==> src/rtl/alu_pkg.sv <==
// Shared ALU definitions: FSM state encodings, default slice geometry and
// the index-width helper used by the multi-precision add sequencer.
package alu_pkg;

    localparam logic [1:0] S_IDLE = 2'd0;
    localparam logic [1:0] S_RUN  = 2'd1;
    localparam logic [1:0] S_DONE = 2'd2;

    localparam int N_DEF     = 32;
    localparam int WORDS_DEF = 4;

    // Word-index width; a single-word operand still gets a 1-bit counter.
    function automatic int idx_width(input int words);
        return (words <= 2) ? 1 : $clog2(words);
    endfunction

endpackage

==> src/rtl/nbit_adder_core.sv <==
// Purely combinational N-bit adder slice with carry-in and carry-out.
module nbit_adder_core #(
    parameter int N = 32
) (
    input  logic [N-1:0] a,
    input  logic [N-1:0] b,
    input  logic         cin,
    output logic [N-1:0] sum,
    output logic         cout
);

    assign {cout, sum} = {1'b0, a} + {1'b0, b} + {{N{1'b0}}, cin};

endmodule

==> src/rtl/mp_add_seq.sv <==
// Multi-precision add sequencer: one N-bit slice, LS word first, WORDS clocks per op.
// Define ALU_SUB_EN to add the in_sub port (A - B via inverted B and carry-in 1).
module mp_add_seq
    import alu_pkg::*;
#(
    parameter int N     = N_DEF,
    parameter int WORDS = WORDS_DEF
) (
    input  logic               clk,
    input  logic               rst,
    input  logic               in_valid,
    output logic               in_ready,
    input  logic [N*WORDS-1:0] in_a,
    input  logic [N*WORDS-1:0] in_b,
    input  logic               in_cin,
`ifdef ALU_SUB_EN
    input  logic               in_sub,
`endif
    output logic               out_valid,
    input  logic               out_ready,
    output logic [N*WORDS-1:0] out_sum,
    output logic               out_cout
);

    localparam int             IW   = idx_width(WORDS);
    localparam logic [IW-1:0]  LAST = IW'(WORDS - 1);

    logic [1:0]                 state;
    logic [IW-1:0]              idx;
    logic                       carry;
    logic [WORDS-1:0][N-1:0]    a_w;
    logic [WORDS-1:0][N-1:0]    b_w;
    logic [WORDS-1:0][N-1:0]    sum_w;
    logic [N*WORDS-1:0]         b_cap;
    logic                       cin_cap;
    logic [N-1:0]               s;
    logic                       c;

    // Subtraction is A + ~B + 1; the inversion happens once at capture.
`ifdef ALU_SUB_EN
    assign b_cap   = in_sub ? ~in_b : in_b;
    assign cin_cap = in_sub ? 1'b1 : in_cin;
`else
    assign b_cap   = in_b;
    assign cin_cap = in_cin;
`endif

    nbit_adder_core #(.N(N)) u_add (
        .a    (a_w[idx]),
        .b    (b_w[idx]),
        .cin  (carry),
        .sum  (s),
        .cout (c)
    );

    assign in_ready = (state == S_IDLE);
    assign out_sum  = sum_w;

    always_ff @(posedge clk) begin
        if (rst) begin
            state     <= S_IDLE;
            idx       <= '0;
            carry     <= 1'b0;
            a_w       <= '0;
            b_w       <= '0;
            sum_w     <= '0;
            out_valid <= 1'b0;
            out_cout  <= 1'b0;
        end else begin
            case (state)
                S_IDLE: begin
                    if (in_valid) begin
                        a_w   <= in_a;
                        b_w   <= b_cap;
                        carry <= cin_cap;
                        idx   <= '0;
                        state <= S_RUN;
                    end
                end
                S_RUN: begin
                    sum_w[idx] <= s;
                    carry      <= c;
                    if (idx == LAST) begin
                        state     <= S_DONE;
                        out_valid <= 1'b1;
                        out_cout  <= c;
                    end else begin
                        idx <= idx + 1'b1;
                    end
                end
                S_DONE: begin
                    if (out_ready) begin
                        state     <= S_IDLE;
                        out_valid <= 1'b0;
                    end
                end
                default: state <= S_IDLE;
            endcase
        end
    end

endmodule

==> config.mk <==
export PLATFORM = sky130hd
export DESIGN_NAME = mp_add_seq
export DESIGN_NICKNAME = d
export VERILOG_FILES = /design/src/rtl/alu_pkg.sv /design/src/rtl/nbit_adder_core.sv /design/src/rtl/mp_add_seq.sv
export SDC_FILE = /design/constraint.sdc
export NUM_CORES = 1
export LEC_CHECK = 0
export CAP_MARGIN = 20
export CORE_ASPECT_RATIO = 0.6
export CORE_MARGIN = 3
export CORE_UTILIZATION = 45
export CTS_CLUSTER_DIAMETER = 100
export DETAILED_ROUTE_END_ITERATION = 12
export DONT_BUFFER_PORTS = 1
export GPL_TIMING_DRIVEN = 0
export PLACE_DENSITY = 0.66
export SKIP_CTS_REPAIR_TIMING = 1
export SLEW_MARGIN = 25
export SYNTH_ARGS = -nofsm -noshare
export SYNTH_HDL_FRONTEND = slang
export SYNTH_SLANG_ARGS = --single-unit
==> constraint.sdc <==
create_clock -name clk -period 5.5 [get_ports clk]
set_input_delay 1.1 -clock clk [delete_from_list [all_inputs] [get_ports clk]]
set_output_delay 1.1 -clock clk [all_outputs]
set_load 0.05 [all_outputs]
==> metrics.md, run 1 <==
| Metric | Value |
|---|---|
| Placement Cell Area | ~0.018 mm2 |
| Fmax | 199 MHz |
| Area delta synth->final | 11.1% |
| Footprint of the multi-input gates | ~0.0086 mm2 |
| Bufs on Longest Clock Path | 3 |
| Sequential power share | between 40% and 50% |
| Top cell type's share of synthesized area | 45.8% |
| Worst Path Arrival | approximately 5.5 ns |
| Int Pwr | between 4 and 5 mW |
| Yosys reg bits | between 300 and 400 |
| Final setup violation count | 0 |
| Register area | just under 0.008 mm2 |
| Routed Antenna Nets | 0 |
| R2R setup slack | about 0.48 ns |
| Min Tclk post-route | 5.02 ns |
| Largest net degree at the start of global routing | 17 |
| Grt total ovfl | 0 |
| Crit end category | flop |
| Post-synth top area cell | dfxtp_1 |
| Nets | 2398 |
| Clock skew | 0.0140 ns |
| DRT iter0 DRCs | approximately 1700 |
| 1st-pass router iterations | 6 |
| Die Span Y | between 150 and 200 um |
| Routability cong. | about 0.9 |
| Synth cell count leaders | 683 x nand2_1, 391 x dfxtp_1, 374 x a21oi_1 |
| Critical-path maximum fanout | 10 |
| Net Sw Frac | between 20% and 30% |
| Syn Nets | between 2000 and 2500 |
| Setup TNS | 0 ns |
| Latest clock arrival within the worst-skew pair | 0.55 ns |
| Vias in the first global route | between 10000 and 15000 |
| Post-synth ARST share | 0% |
| Worst hold start | a_w[44]$_SDFFE_PP0P_ |
| R2R Path Start | idx[0]$_SDFFE_PP0P_ |
| Final instance area | 0.0190 mm2 |
| Die width | ~260 um |
| Status | completed |
| Core Box Area | between 0.03 and 0.04 mm2 |
| NetSw | 1.91 mW |
| Global router's overall resource usage | between 30% and 40% |
| CTS sink count | 391 |
| Min setup slack post-route | just under 0.5 ns |
| Fin crit share | 91.2% |
| Clock share of power | between 40 and 50% |
| Sequential area share after synthesis | 45.8% |
| Register clock-pin slew on the reported worst setup and hold paths | 0.07 ns |
| Leakage | approximately 6.7 nW |
| Vias/cell | between 6 and 7 |
| Post-synth EDFFs | 0 |
| Syn_area_per_cell | just over 8 um2 |
| Final Hold Viols | 0 |
| Worst hold path depth | 2 |
| Wirelength per Cell | 24.4 um |
| Ys flop type | dfxtp_1 |
| Peak VDD IR | 0.229 mV |
| Layout cells sized above 1 | 7.38% |
| R2R Path End | out_sum[86]$_SDFFE_PP0P_ |
| Fillers | 3585 |
| Syn. warnings | 0 |
| Worst min path class | reg2reg |
| IO Count | roughly 390 |
| Buffers on Ports | 0 |
| DIE AREA | just over 0.04 mm2 |
| Residual DRC count | 0 |
| Total routed wirelength | about 64000 um |
| Most instantiated library cell after synthesis | nand2_1 |
| FP Rows | 54 |
| CTS Root Cell | clkbuf_16 |
| First-pass GRT wire length | between 90000 and 100000 um |
| DR vias | around 16000 |
| Startpoint class of the critical path | flop |
| Number of distinct library cells after synthesis | 62 |
| Comb pwr share | 12.5% |
| Slew of the pin with the lowest slew margin | ~1.1 ns |
| H-tree depth | 2 |
| Max_slew headroom | about 27% |
| Syn Inst Count | around 2100 |
| Unrepaired setup endpoints after global routing | no |
| CTS tree | yes |
| Setup CP Type | reg2reg |
| Final Max Tran Viols | 0 |
| Starting Density | between 40% and 50% |
| Worst Hold End | a_w[44]$_SDFFE_PP0P_ |
| Initial antenna violation count | 6 |
| Pwr/cell area | 349 mW/mm2 |
| Required time of the critical path | a little under 6 ns |
| Worst r2r path cells | 13 |
| Max Cap Violations | 0 |
| Synth top area cells | dfxtp_1 46%, nand2_1 15%, a21oi_1 11% |
| Cell Area, Synth | 0.0171 mm2 |
| TritonCTS Buffers | 38 |
| Worst slack, placed | approximately 0.26 ns |
| DP Wirelength | 50400 um |
[worst max-delay path by stage]
stage,start,to,slack [ns],cells past startpoint
floorplan,idx[0]$_SDFFE_PP0P_,out_sum[124]$_SDFFE_PP0P_,1.51,13
global placement,idx[0]$_SDFFE_PP0P_,out_sum[86]$_SDFFE_PP0P_,0.26,13
detailed placement,idx[0]$_SDFFE_PP0P_,out_sum[86]$_SDFFE_PP0P_,0.26,13
CTS,idx[0]$_SDFFE_PP0P_,out_sum[86]$_SDFFE_PP0P_,0.20,13
global route,idx[0]$_SDFFE_PP0P_,out_sum[56]$_SDFFE_PP0P_,0.31,13
finish,idx[0]$_SDFFE_PP0P_,out_sum[86]$_SDFFE_PP0P_,0.48,13
[cells in the final DEF (no fill, tap or decap), types with 8 or more instances in the layout]
cell	netlist	routed
nand2_1	683	683
o21ai_0	26	26
o21ai_1	22	22
buf_1	14	11
xnor2_1	9	9
nand4_1	16	16
inv_1	12	12
nand2b_1	9	9
clkbuf_1	136	143
nand3_1	15	15
xor2_1	9	9
nor3_1	17	17
nand3b_1	36	36
a21oi_1	374	374
buf_2	7	8
clkbuf_16	0	38
or3_1	10	10
a211oi_1	15	15
a21o_1	16	16
nor2_1	53	53
ha_1	35	35
o211ai_1	8	8
dfxtp_1	391	391
mux4_2	64	64
[flip-flops by register name (all words and copies together), names as in the netlist]
signal,flops
carry,1
state,2
out_cout,1
idx,2
out_valid,1
b_w,128
out_sum,128
a_w,128
[routing by layer]
layer	wire [um]	up-vias	track usage, %
li1	-	7149	-
met1	28300	7803	44.6
met2	27100	821	44.7
met3	6860	111	8.12
met4	1880	6	8.66
met5	93	-	0
[final cells by class]
cell class                 instances  area share [%]
sequential                       391            41.2
tap                              504            3.32
multi-input combinational       1500            45.4
buffer                           157            3.17
antenna                            5          0.0659
clock inverter                    17            1.07
clock buffer                      50            5.51
inverter                          12           0.237
[cells by family (layout without fill, tap and decap cells)]
group	Yosys count	count (layout)	share of synthesized area (%)
fa+ha+maj	37	37	2.80
other cells	0	5	0
xor+xnor	20	20	1.11
compound gates	520	520	17.3
simple gates	858	858	20.8
flops	391	391	45.8
mux	65	65	8.49
buf+inv	169	236	3.76
[through the flow]
step                      utilization [%]  hold WS, ns  total power [mW]  std cells
after floorplan                         -        0.433              3.69       2060
after global placement               48.0        0.439              3.97       2564
after detailed placement             48.0        0.443              3.99       2564
after CTS                            51.4        0.452              6.63       2631
after global routing                 51.5        0.468              6.84       2635
final                                51.5        0.453              6.63       2636
[worst max-delay path, stage by stage (launching register included)]
cell and delay [ns]:
dfxtp_1 0.37, clkbuf_1 0.29, clkbuf_2 0.45, mux4_2 0.67, fa_1 0.47, fa_1 0.44
a211oi_1 0.37, o211ai_2 0.16, nand2_1 0.12, o31a_1 0.33, o41ai_2 0.13, xnor2_1 0.77
nand2_1 0.18, a21oi_1 0.19
[power groups by stage]
stage          combinational, mW  sequential (mW)  clock, mW
5_1_grt                    0.901             3.12       2.82
6_report                   0.830             3.11       2.69
2_1_floorplan              0.544             3.14          0
4_1_cts                    0.815             3.11       2.70
3_5_place_dp               0.811             3.17          0
3_3_place_gp               0.799             3.17          0
(Power assumes the default switching activity.)
==> run 2, diff against run 1 <==
CTS_CLUSTER_DIAMETER = not set   (was 100)
==> results of run 2 <==
Final layout, timing and power as in run 1 (identical DEF).
==> run 3, diff against run 2 <==
ABC_AREA = 1   (was not set)
==> run 3 against run 2 <==
Against the previous run: utilization down 0.22 points; final cell count increased by 23%; sequential share of layout area is 2.6 points lower; total power rose by 21%; sequential cell count is the same; maximum frequency is 18% higher; worst setup slack gained 0.77 ns; combinational power is 140% higher; cell area is 6.7% higher; critical path depth grew 2; via count grew 15%; highest routed layer unchanged.
==> metrics.md, run 3 <==
| Metric | Value |
|---|---|
| Syn Inst Count | 2617 (was 2060) |
| Routability cong. | 0.987 (was 0.918) |
| Crit path launch | idx[0]$_SDFFE_PP0P_ (unchanged) |
| Buffers on Ports | 0 (unchanged) |
| Startpoint class of the critical path | flop (unchanged) |
| Final Hold Viols | 0 (unchanged) |
| Synth cell count leaders | 679 x nor2_1, 413 x o21ai_0, 391 x dfxtp_1 (was 683 x nand2_1, 391 x dfxtp_1, 374 x a21oi_1) |
| Vias/cell | 5.65 (was 6.03) |
| Fillers | 3935 (was 3585) |
| Overall power | 8.03 mW (was 6.63 mW) |
| Wirelength per Cell | 22.2 um (was 24.4 um) |
| Nets | 2956 (was 2398) |
| Number of distinct library cells after synthesis | 35 (was 62) |
| Final setup violation count | 0 (unchanged) |
| DRT iter0 DRCs | 2119 (was 1743) |
| Routed Antenna Nets | 0 (unchanged) |
| IO Count | 392 (unchanged) |
| Area delta synth->final | 10.9% (was 11.1%) |
| Peak VDD IR | 0.215 mV (was 0.229 mV) |
| Vias in the first global route | 16800 (was 14700) |
| Max_slew headroom | 42.1% (was 27.3%) |
| Grt total ovfl | 0 (unchanged) |
| DP Wirelength | 56900 um (was 50400 um) |
| FP Rows | 56 (was 54) |
| R2R Path Start | idx[0]$_SDFFE_PP0P_ (unchanged) |
| H-tree depth | 2 (unchanged) |
| Largest net degree at the start of global routing | 15 (was 17) |
| Sequential area share after synthesis | 42.9% (was 45.8%) |
| DR vias | 18300 (was 15900) |
| Unrepaired setup endpoints after global routing | no (unchanged) |
| CTS tree | yes (unchanged) |
| Final Max Tran Viols | 0 (unchanged) |
| Final instance area | 0.0202 mm2 (was 0.0190 mm2) |
| Commonest non-fill, non-tap cells in the layout | 679 x nor2_1, 413 x o21ai_0, 391 x dfxtp_1 (was 683 x nand2_1, 391 x dfxtp_1, 374 x a21oi_1) |
| 1st-pass router iterations | 6 (unchanged) |
| Global router's overall resource usage | 32.3% (was 30.6%) |
| Post-synth ARST share | 0% (unchanged) |
| Commonest non-fill, non-tap cell in the layout | nor2_1 (was nand2_1) |
| Synth top area cells | dfxtp_1 43%, nor2_1 14%, o21ai_0 11% (was dfxtp_1 46%, nand2_1 15%, a21oi_1 11%) |
| CTS sink count | 391 (unchanged) |
| Syn. warnings | 0 (unchanged) |
| Ys flop type | dfxtp_1 (unchanged) |
| R2R Path End | out_sum[40]$_SDFFE_PP0P_ (was out_sum[86]$_SDFFE_PP0P_) |
| Status | completed (unchanged) |
| DIE AREA | 0.0431 mm2 (was 0.0404 mm2) |
| Die width | 266 um (was 258 um) |
| Slew of the pin with the lowest slew margin | 0.868 ns (was 1.09 ns) |
| Clock skew | 0.0275 ns (was 0.0140 ns) |
| Worst Path Arrival | 4.73 ns (was 5.48 ns) |
| Setup TNS | 0 ns (unchanged) |
| Worst r2r path cells | 15 (was 13) |
| Hold WS | 0.479 ns (was 0.453 ns) |
| Worst min path class | reg2reg (unchanged) |
| Register area | 0.00783 mm2 (unchanged) |
| Min Tclk post-route | 4.24 ns (was 5.02 ns) |
| R2R setup slack | 1.26 ns (was 0.48 ns) |
| Yosys reg bits | 391 (unchanged) |
| Fmax | 236 MHz (was 199 MHz) |
| Bufs on Longest Clock Path | 3 (unchanged) |
| Core Box Area | 0.0395 mm2 (was 0.0369 mm2) |
| Residual DRC count | 0 (unchanged) |
| TritonCTS Buffers | 39 (was 38) |
| Critical-path maximum fanout | 10 (unchanged) |
| Latest clock arrival within the worst-skew pair | 0.56 ns (was 0.55 ns) |
| Total routed wirelength | 71900 um (was 64200 um) |
| Setup CP Type | reg2reg (unchanged) |
| Top cell type's share of synthesized area | 42.9% (was 45.8%) |
| Layout cells sized above 1 | 7.11% (was 7.38%) |
| Cell Area, Synth | 0.0183 mm2 (was 0.0171 mm2) |
| Post-synth EDFFs | 0 (unchanged) |
| Most instantiated library cell after synthesis | nor2_1 (was nand2_1) |
| Worst Setup EP | out_sum[40]$_SDFFE_PP0P_ (was out_sum[86]$_SDFFE_PP0P_) |
| Die Span Y | 162 um (was 157 um) |
| Leakage | 9.46 nW (was 6.71 nW) |
| Fin crit share | 77.1% (was 91.2%) |
| Crit end category | flop (unchanged) |
| Pwr/cell area | 397 mW/mm2 (was 349 mW/mm2) |
| Placement Cell Area | 0.0189 mm2 (was 0.0177 mm2) |
| CTS Root Cell | clkbuf_16 (unchanged) |
| Starting Density | 46.2% (was 46.3%) |
| Syn Nets | 2915 (was 2358) |
| Required time of the critical path | 5.99 ns (was 5.97 ns) |
| Max Cap Violations | 0 (unchanged) |
| Footprint of the multi-input gates | 0.00877 mm2 (was 0.00862 mm2) |
| Register clock-pin slew on the reported worst setup and hold paths | 0.07 ns (about the same) |
| Post-synth top area cell | dfxtp_1 (unchanged) |
| Initial antenna violation count | 37 (was 6) |
| Syn_area_per_cell | 6.98 um2 (was 8.29 um2) |
| First-pass GRT wire length | 105000 um (was 93000 um) |
[run 3: cell types whose count changed after synthesis, moves of 66 or more]
cell     previous run  this run
nor2_1             53       679
o21ai_0            26       413
nand2_1           683       290
nand3_1            15        86
inv_1              12       234
buf_2               7        73
a21oi_1           374        38
[run 3: worst max-delay path: stages, from the launching register on]
cell and delay (ns):
dfxtp_1 0.61, buf_2 0.38, inv_1 0.13, buf_2 0.24, buf_2 0.23, nor2_1 0.11, o22ai_1 0.15, fa_1 0.48
fa_1 0.49, nand3_1 0.13, nand3_1 0.15, nand2_1 0.09, nand2_1 0.09, xor2_1 0.64, o21bai_1 0.16, inv_1 0.08
[run 3: metrics by stage]
stage	utilization (%)	setup slack [ns]	cells
floorplan	-	2.55	2617
global placement	47.9	1.43	3139
detailed placement	47.9	1.42	3139
CTS	51.0	1.38	3208
global route	51.2	1.12	3228
finish	51.2	1.26	3240
[run 3: power breakdown]
group	internal (mW)	leakage [nW]	switching [mW]	total [mW]
sequential	3.05	3.22	0.332	3.38
clock	1.50	0.621	1.19	2.69
combinational	0.554	5.62	1.41	1.96
[run 3: how the worst min path moves through the flow]
stage / depth (start not counted) / end / from
global route: 2 / b_w[73]$_SDFFE_PP0P_ / b_w[73]$_SDFFE_PP0P_
floorplan: 2 / a_w[64]$_SDFFE_PP0P_ / a_w[64]$_SDFFE_PP0P_
CTS: 2 / a_w[60]$_SDFFE_PP0P_ / a_w[60]$_SDFFE_PP0P_
finish: 2 / b_w[80]$_SDFFE_PP0P_ / b_w[80]$_SDFFE_PP0P_
global placement: 2 / b_w[91]$_SDFFE_PP0P_ / b_w[91]$_SDFFE_PP0P_
detailed placement: 2 / a_w[60]$_SDFFE_PP0P_ / a_w[60]$_SDFFE_PP0P_
[run 3: kinds of logic after synthesis]
logic type      synth area share [%]
fa+ha+maj                       2.62
simple gates                    24.1
xor+xnor                       0.843
flops                           42.9
buf+inv                         9.13
compound gates                  20.4
[run 3: final cells by class]
class | instances | area share [%]
Buffer | 164 | 3.77
Clock inverter | 8 | 0.321
Multi-Input combinational cell | 1821 | 43.3
Clock buffer | 61 | 5.88
Sequential cell | 391 | 38.7
Inverter | 241 | 4.47
Antenna cell | 32 | 0.395
Tap cell | 522 | 3.23
[run 3: metal layers]
layer / global-route usage (%) / vias to the layer above / wire length, um
li1: - / 8546 / -
met1: 47.3 / 8624 / 31800
met2: 46.8 / 953 / 29400
met3: 7.87 / 174 / 8200
met4: 9.91 / 20 / 2410
met5: 0 / - / 126
==> patch 1 (flow settings as in run 1) <==
Set the package constant `WORDS_DEF` to 2 (it was 4).
--- a/src/rtl/alu_pkg.sv
+++ b/src/rtl/alu_pkg.sv
@@ -9,3 +9,3 @@
     localparam int N_DEF     = 32;
-    localparam int WORDS_DEF = 4;
+    localparam int WORDS_DEF = 2;
 
Interface: changed (resized in_a, in_b and out_sum); port bits go from 392 to 200. No check against the original RTL was run, so the function may have changed too.
==> patch 1 against run 1 <==
Critical path depth is 1 higher. Routed wire length is 54% lower. Total power is 46% lower. Hold slack better by 0.00056 ns. Setup slack better by 0.30 ns. Cell area is 45% lower. Core utilization is 0.13 points lower. Die area is 44% lower. Area after synthesis is 45% lower. Sequential cell count is 193 lower. Critical endpoint is now out_sum[63].
==> patch 1: results (changes against run 1) <==
Synth
  • Distinct cells, synth: 57 (was 62)
  • Ys flop type: dfxtp_1 (unchanged)
  • Sequential element share of the synthesized area: 0.420 (was 0.458)
  • FFs w/ async S/R, synth: 0 (unchanged)
  • Syn Nets: 1,358 (was 2,358)
  • Cells taking the most area after synthesis: dfxtp_1 42%, nand2_1 15%, a21oi_1 11% (was dfxtp_1 46%, nand2_1 15%, a21oi_1 11%)
  • Synthesis warning total: 0 (unchanged)
  • Post-Syn Area per Cell: 7.92 sq um (was 8.29 sq um)
  • Top cells by count, synth: 368 x nand2_1, 210 x a21oi_1, 198 x dfxtp_1 (was 683 x nand2_1, 391 x dfxtp_1, 374 x a21oi_1)

Worst hold path
  • Hold EP: a_w[4] (was a_w[44])
  • Hold depth: 2 (unchanged)
  • HP Class: register to register (unchanged)
  • Start point of the worst hold path: a_w[4] (was a_w[44])

Global route
  • Total track usage: 0.255 (was 0.306)
  • Vias in the first global route: 7,764 (was 14,700)
  • Largest net degree at the start of global routing: 17 (unchanged)
  • Initial antenna violation count: 0 (was 6)
  • First-pass GRT wire length: 44.6 mm (was 93.0 mm)

Setup path
  • CP max FO: 10 (unchanged)
  • Arrival @ worst endpoint: 5.05 ns (was 5.48 ns)
  • Worst path top cell family by delay: compound AO/OA/AOI/OAI gates (unchanged)
  • Crit Reg-Reg Endpoint: out_sum[63] (was out_sum[86])
  • Flop2flop setup slack: 0.79 ns (was 0.48 ns)
  • Critical R2R Launch: idx (was idx[0])
  • Worst r2r path cells: 14 (was 13)
  • Slowest stage cell, crit path: clkbuf_1 (was xnor2_1)
  • Crit-path max cell delay: 0.53 ns (was 0.77 ns)

Layout
  • Layout cells sized above 1: 0.0679 (was 0.0738)
  • Area occupied by multi-input gates: 5110 sq um (was 8620 sq um)
  • Fill cells: 2,087 (was 3,585)
  • Antenna cells: 0 (was 5)

Run status
  • Status: completed (unchanged)

Pwr
  • Pleak: 3.98 nW (was 6.71 nW)
  • Peak VDD IR: 224 uV (was 229 uV)
  • Switching power: 1.05 mW (was 1.91 mW)

Timing
  • Relative slew margins: 0.321 (was 0.273)
  • WHS: 0.453 ns (about the same)
  • Sum Neg Setup Slack: 0 ns (unchanged)
  • Clock skew: 0.0140 ns (about the same)

Place
  • Routability congestion estimate: 0.948 (was 0.918)
  • Dpl hpwl: 22.7 mm (was 50.4 mm)
  • Pre-CTS setup slack: 0.898 ns (was 0.259 ns)
  • Port Buf Inserts: 0 (unchanged)
  • Cells after DPL: 1,465 (was 2,564)
  • Placement Cell Area: 9780 sq um (was 17,700 sq um)

Clocking
  • Worst-path clk slew: 0.07 ns (about the same)
  • Clock Latency Late Sink: 0.45 ns (was 0.55 ns)
  • Root buf cell: clkbuf_16 (unchanged)
  • CTS Buf Count: 17 (was 38)
  • Max Root-Sink Buffers: 2 (was 3)
  • # H-tree levels: 4 (was 2)

Route
  • Starting DRT DRC Count: 673 (was 1,743)
  • Via count: 8,413 (was 15,900)
  • Drt wl/cell: 19.7 microns (was 24.4 microns)
  • Drt pass-1 iters: 6 (unchanged)
  • Post-DR vias/cell: 5.62 (was 6.03)
patch 1: cell count changes after synthesis, moves of 22 or more:
cell | run 1 | this run
a21oi_1 | 374 | 210
clkbuf_1 | 136 | 80
dfxtp_1 | 391 | 198
mux2_1 | 0 | 25
mux2_2 | 0 | 39
mux4_2 | 64 | 0
nand2_1 | 683 | 368
nand3b_1 | 36 | 5
o21ai_0 | 26 | 4
patch 1: power groups by stage:
stage	Combinational [mW]	Sequential (mW)	Clock (mW)
6_report	0.534	1.64	1.39
5_1_grt	0.593	1.65	1.46
4_1_cts	0.531	1.64	1.40
3_5_place_dp	0.527	1.68	0
3_3_place_gp	0.521	1.67	0
2_1_floorplan	0.385	1.66	0
patch 1: worst max-delay path by stage:
stage | slack (ns) | cells after the start | startpoint | endpoint
after global placement | 0.91 | 14 | idx | out_sum[63]
after CTS | 0.88 | 14 | idx | out_sum[63]
after detailed placement | 0.90 | 14 | idx | out_sum[63]
final | 0.79 | 14 | idx | out_sum[63]
after global routing | 0.49 | 14 | idx | out_sum[63]
after floorplan | 1.91 | 14 | idx | out_sum[63]
patch 1: routing by layer:
metal / GRT usage / vias to the layer above / part of all wire
li1: - / 4118 / -
met1: 0.374 / 3978 / 0.48
met2: 0.378 / 296 / 0.43
met3: 0.0706 / 21 / 0.086
met4: 0.0497 / 0 / 0.010
met5: 0 / - / 0
patch 1: cell type report:
class,instances,area share
clock buffers,20,0.0428
plain buffers,91,0.0334
inverters,6,0.00216
clock inverters,11,0.0190
multi-input cells,897,0.490
flip-flops and latches,198,0.380
well taps,273,0.0328
patch 1: cell families after synthesis:
logic type	synth area share
XOR/XNOR	0.0213
AND/OR/NAND/NOR	0.209
AO/OA/AOI/OAI	0.187
adder cells (fa/ha/maj)	0.0453
flip-flops	0.420
multiplexers	0.0784
buffers and inverters	0.0392
==> patch 2 (settings of run 1) <==
Made on the original files. Reset style: asynchronous (`rst`), changed in one clocked block.
--- a/src/rtl/mp_add_seq.sv
+++ b/src/rtl/mp_add_seq.sv
@@ -58,3 +58,3 @@
 
-    always_ff @(posedge clk) begin
+    always_ff @(posedge clk or posedge rst) begin
         if (rst) begin
Formal check against the unedited RTL: differs if rst is asserted again (counterexample within 4 cycles, from zero or initial values and one cycle with rst high); with rst held inactive, the same outputs for 4 cycles.
==> patch 2 against run 1 <==
Setup slack got worse by 0.041 ns. Area after synthesis rose by 2.2%. Cell area is 3.5% higher. Fmax is 0.81% lower. Routed wire length shrank 19%. Count of clock-buffer cells in the layout increased by 7. Synthesized cell count fell by 37%. Sequential cell count unchanged. Non-clock buffer count fell by 66. Critical endpoint is now out_sum[63]. Largest cell class is now sequential cells.
Power is left out: the tool's default activity adds up to more than one toggle a clock period on the data nets, which glitch-free logic cannot reach.
==> patch 2: results (changes against run 1) <==
Route
  • Drt pass-1 iters: 6 (unchanged)
  • Routed Wire Length: 51.8 mm (was 64.2 mm)
  • Starting DRT DRC Count: 758 (was 1,743)
  • Via count: 11,200 (was 15,900)

Synth
  • FFs w/ async S/R, synth: 1.00 (was 0)
  • Top cells by count, synth: 391 x dfrtp_1, 265 x mux2_2, 151 x nand2_1 (was 683 x nand2_1, 391 x dfxtp_1, 374 x a21oi_1)
  • Post-Syn Area: 17,500 sq um (was 17,100 sq um)
  • Synthesis warning total: 0 (unchanged)
  • Syn Nets: 1,598 (was 2,358)
  • Sequential element share of the synthesized area: 0.560 (was 0.458)
  • Distinct cells, synth: 55 (was 62)
  • Cells taking the most area after synthesis: dfrtp_1 56%, mux2_2 17%, mux4_2 8.3% (was dfxtp_1 46%, nand2_1 15%, a21oi_1 11%)

Clocking
  • # H-tree levels: 2 (unchanged)
  • Worst-path clk slew: 0.07 ns (about the same)
  • Clock Latency Late Sink: 0.53 ns (was 0.55 ns)
  • Root buf cell: clkbuf_16 (unchanged)
  • Max Root-Sink Buffers: 3 (unchanged)
  • CTS Buf Count: 37 (was 38)

Global route
  • First-pass GRT wire length: 76.0 mm (was 93.0 mm)
  • Total track usage: 0.250 (was 0.306)
  • Initial antenna violation count: 16 (was 6)
  • Vias in the first global route: 11,600 (was 14,700)
  • Largest net degree at the start of global routing: 36 (was 17)

Place
  • Dpl hpwl: 40.4 mm (was 50.4 mm)
  • Pre-CTS setup slack: 0.191 ns (was 0.259 ns)
  • Port Buf Inserts: 0 (unchanged)
  • Routability congestion estimate: 0.830 (was 0.918)

Timing
  • Clock skew: 0.0168 ns (was 0.0140 ns)
  • Worst-margin pin slew: 0.970 ns (was 1.09 ns)

Setup path
  • CP max FO: 10 (unchanged)
  • Arrival @ worst endpoint: 5.44 ns (was 5.48 ns)

Layout
  • Layout cells sized above 1: 0.323 (was 0.0738)
  • Layout net count: 1,651 (was 2,398)

Flow run
  • MaxCap Viol Count: 0 (unchanged)

Run status
  • Status: completed (unchanged)

Worst hold path
  • HP Class: primary input to asynchronous set/reset pin (was register to register)
## patch 2: path summary, 6_finish.rpt
check                      slack [ns]           to  cells after the start     start
max                              0.44  out_sum[63]                     13    idx[1]
min                              0.45  out_sum[95]                      1       rst
max reg2reg                      0.44  out_sum[63]                     13    idx[1]
min reg2reg                      0.50     b_w[110]                      1  b_w[110]
max in group asynchronous        3.59     b_w[117]                      6       rst
min in group clk                 0.50     b_w[110]                      1  b_w[110]
## patch 2: kinds of logic (layout without fill, tap and decap cells)
kind of cell / after synthesis / in the layout / synth area share
buffers and inverters: 89 / 167 / 0.0213
and+or+nand+nor: 201 / 201 / 0.0468
muxes: 330 / 330 / 0.254
DFF: 391 / 391 / 0.560
AOI/OAI and AO/OA: 225 / 225 / 0.0766
adders and majority gates: 37 / 37 / 0.0274
other: 0 / 13 / 0
xor gates and xnor gates: 27 / 27 / 0.0140
## patch 2: critical path, cell delays in order, from the launching register on
cell,delay (ns)
dfrtp_1,0.54
clkbuf_1,0.68
clkbuf_1,0.57
mux4_2,0.44
ha_1,0.30
clkbuf_1,0.30
a21oi_1,0.13
o31ai_1,0.24
a31oi_1,0.09
o21ai_0,0.37
nor2_1,0.13
a21o_1,0.25
a311oi_2,0.72
o21ai_1,0.15
## patch 2: area by class of cell
class | instances | area, sq um
flip-flops and latches | 391 | 9780
plain buffers | 77 | 329
repair buffers | 14 | 303
diodes | 13 | 32.5
inverters | 12 | 48.8
well taps | 513 | 642
fillers | 3265 | 18300
clock buffers | 57 | 1110
multi-input cells | 820 | 7320
clock inverters | 7 | 77.6
## patch 2: metrics by stage
step           cells  hold WS (ns)  area, sq um  TNS [ns]
2_1_floorplan   1300         0.475        17500   -336.21
3_3_place_gp    1813         0.484        18100  -1109.38
3_5_place_dp    1827         0.490        18400         0
4_1_cts         1891         0.431        19600         0
5_1_grt         1898         0.459        19600         0
6_report        1904         0.448        19600         0
## patch 2: layer usage
| metal | up-vias | global-route usage | routed length, microns |
|---|---|---|---|
| li1 | 4839 | - | - |
| met1 | 5772 | 0.342 | 22100 |
| met2 | 436 | 0.369 | 22600 |
| met3 | 87 | 0.102 | 5880 |
| met4 | 18 | 0.0694 | 1180 |
| met5 | - | 0 | 120 |
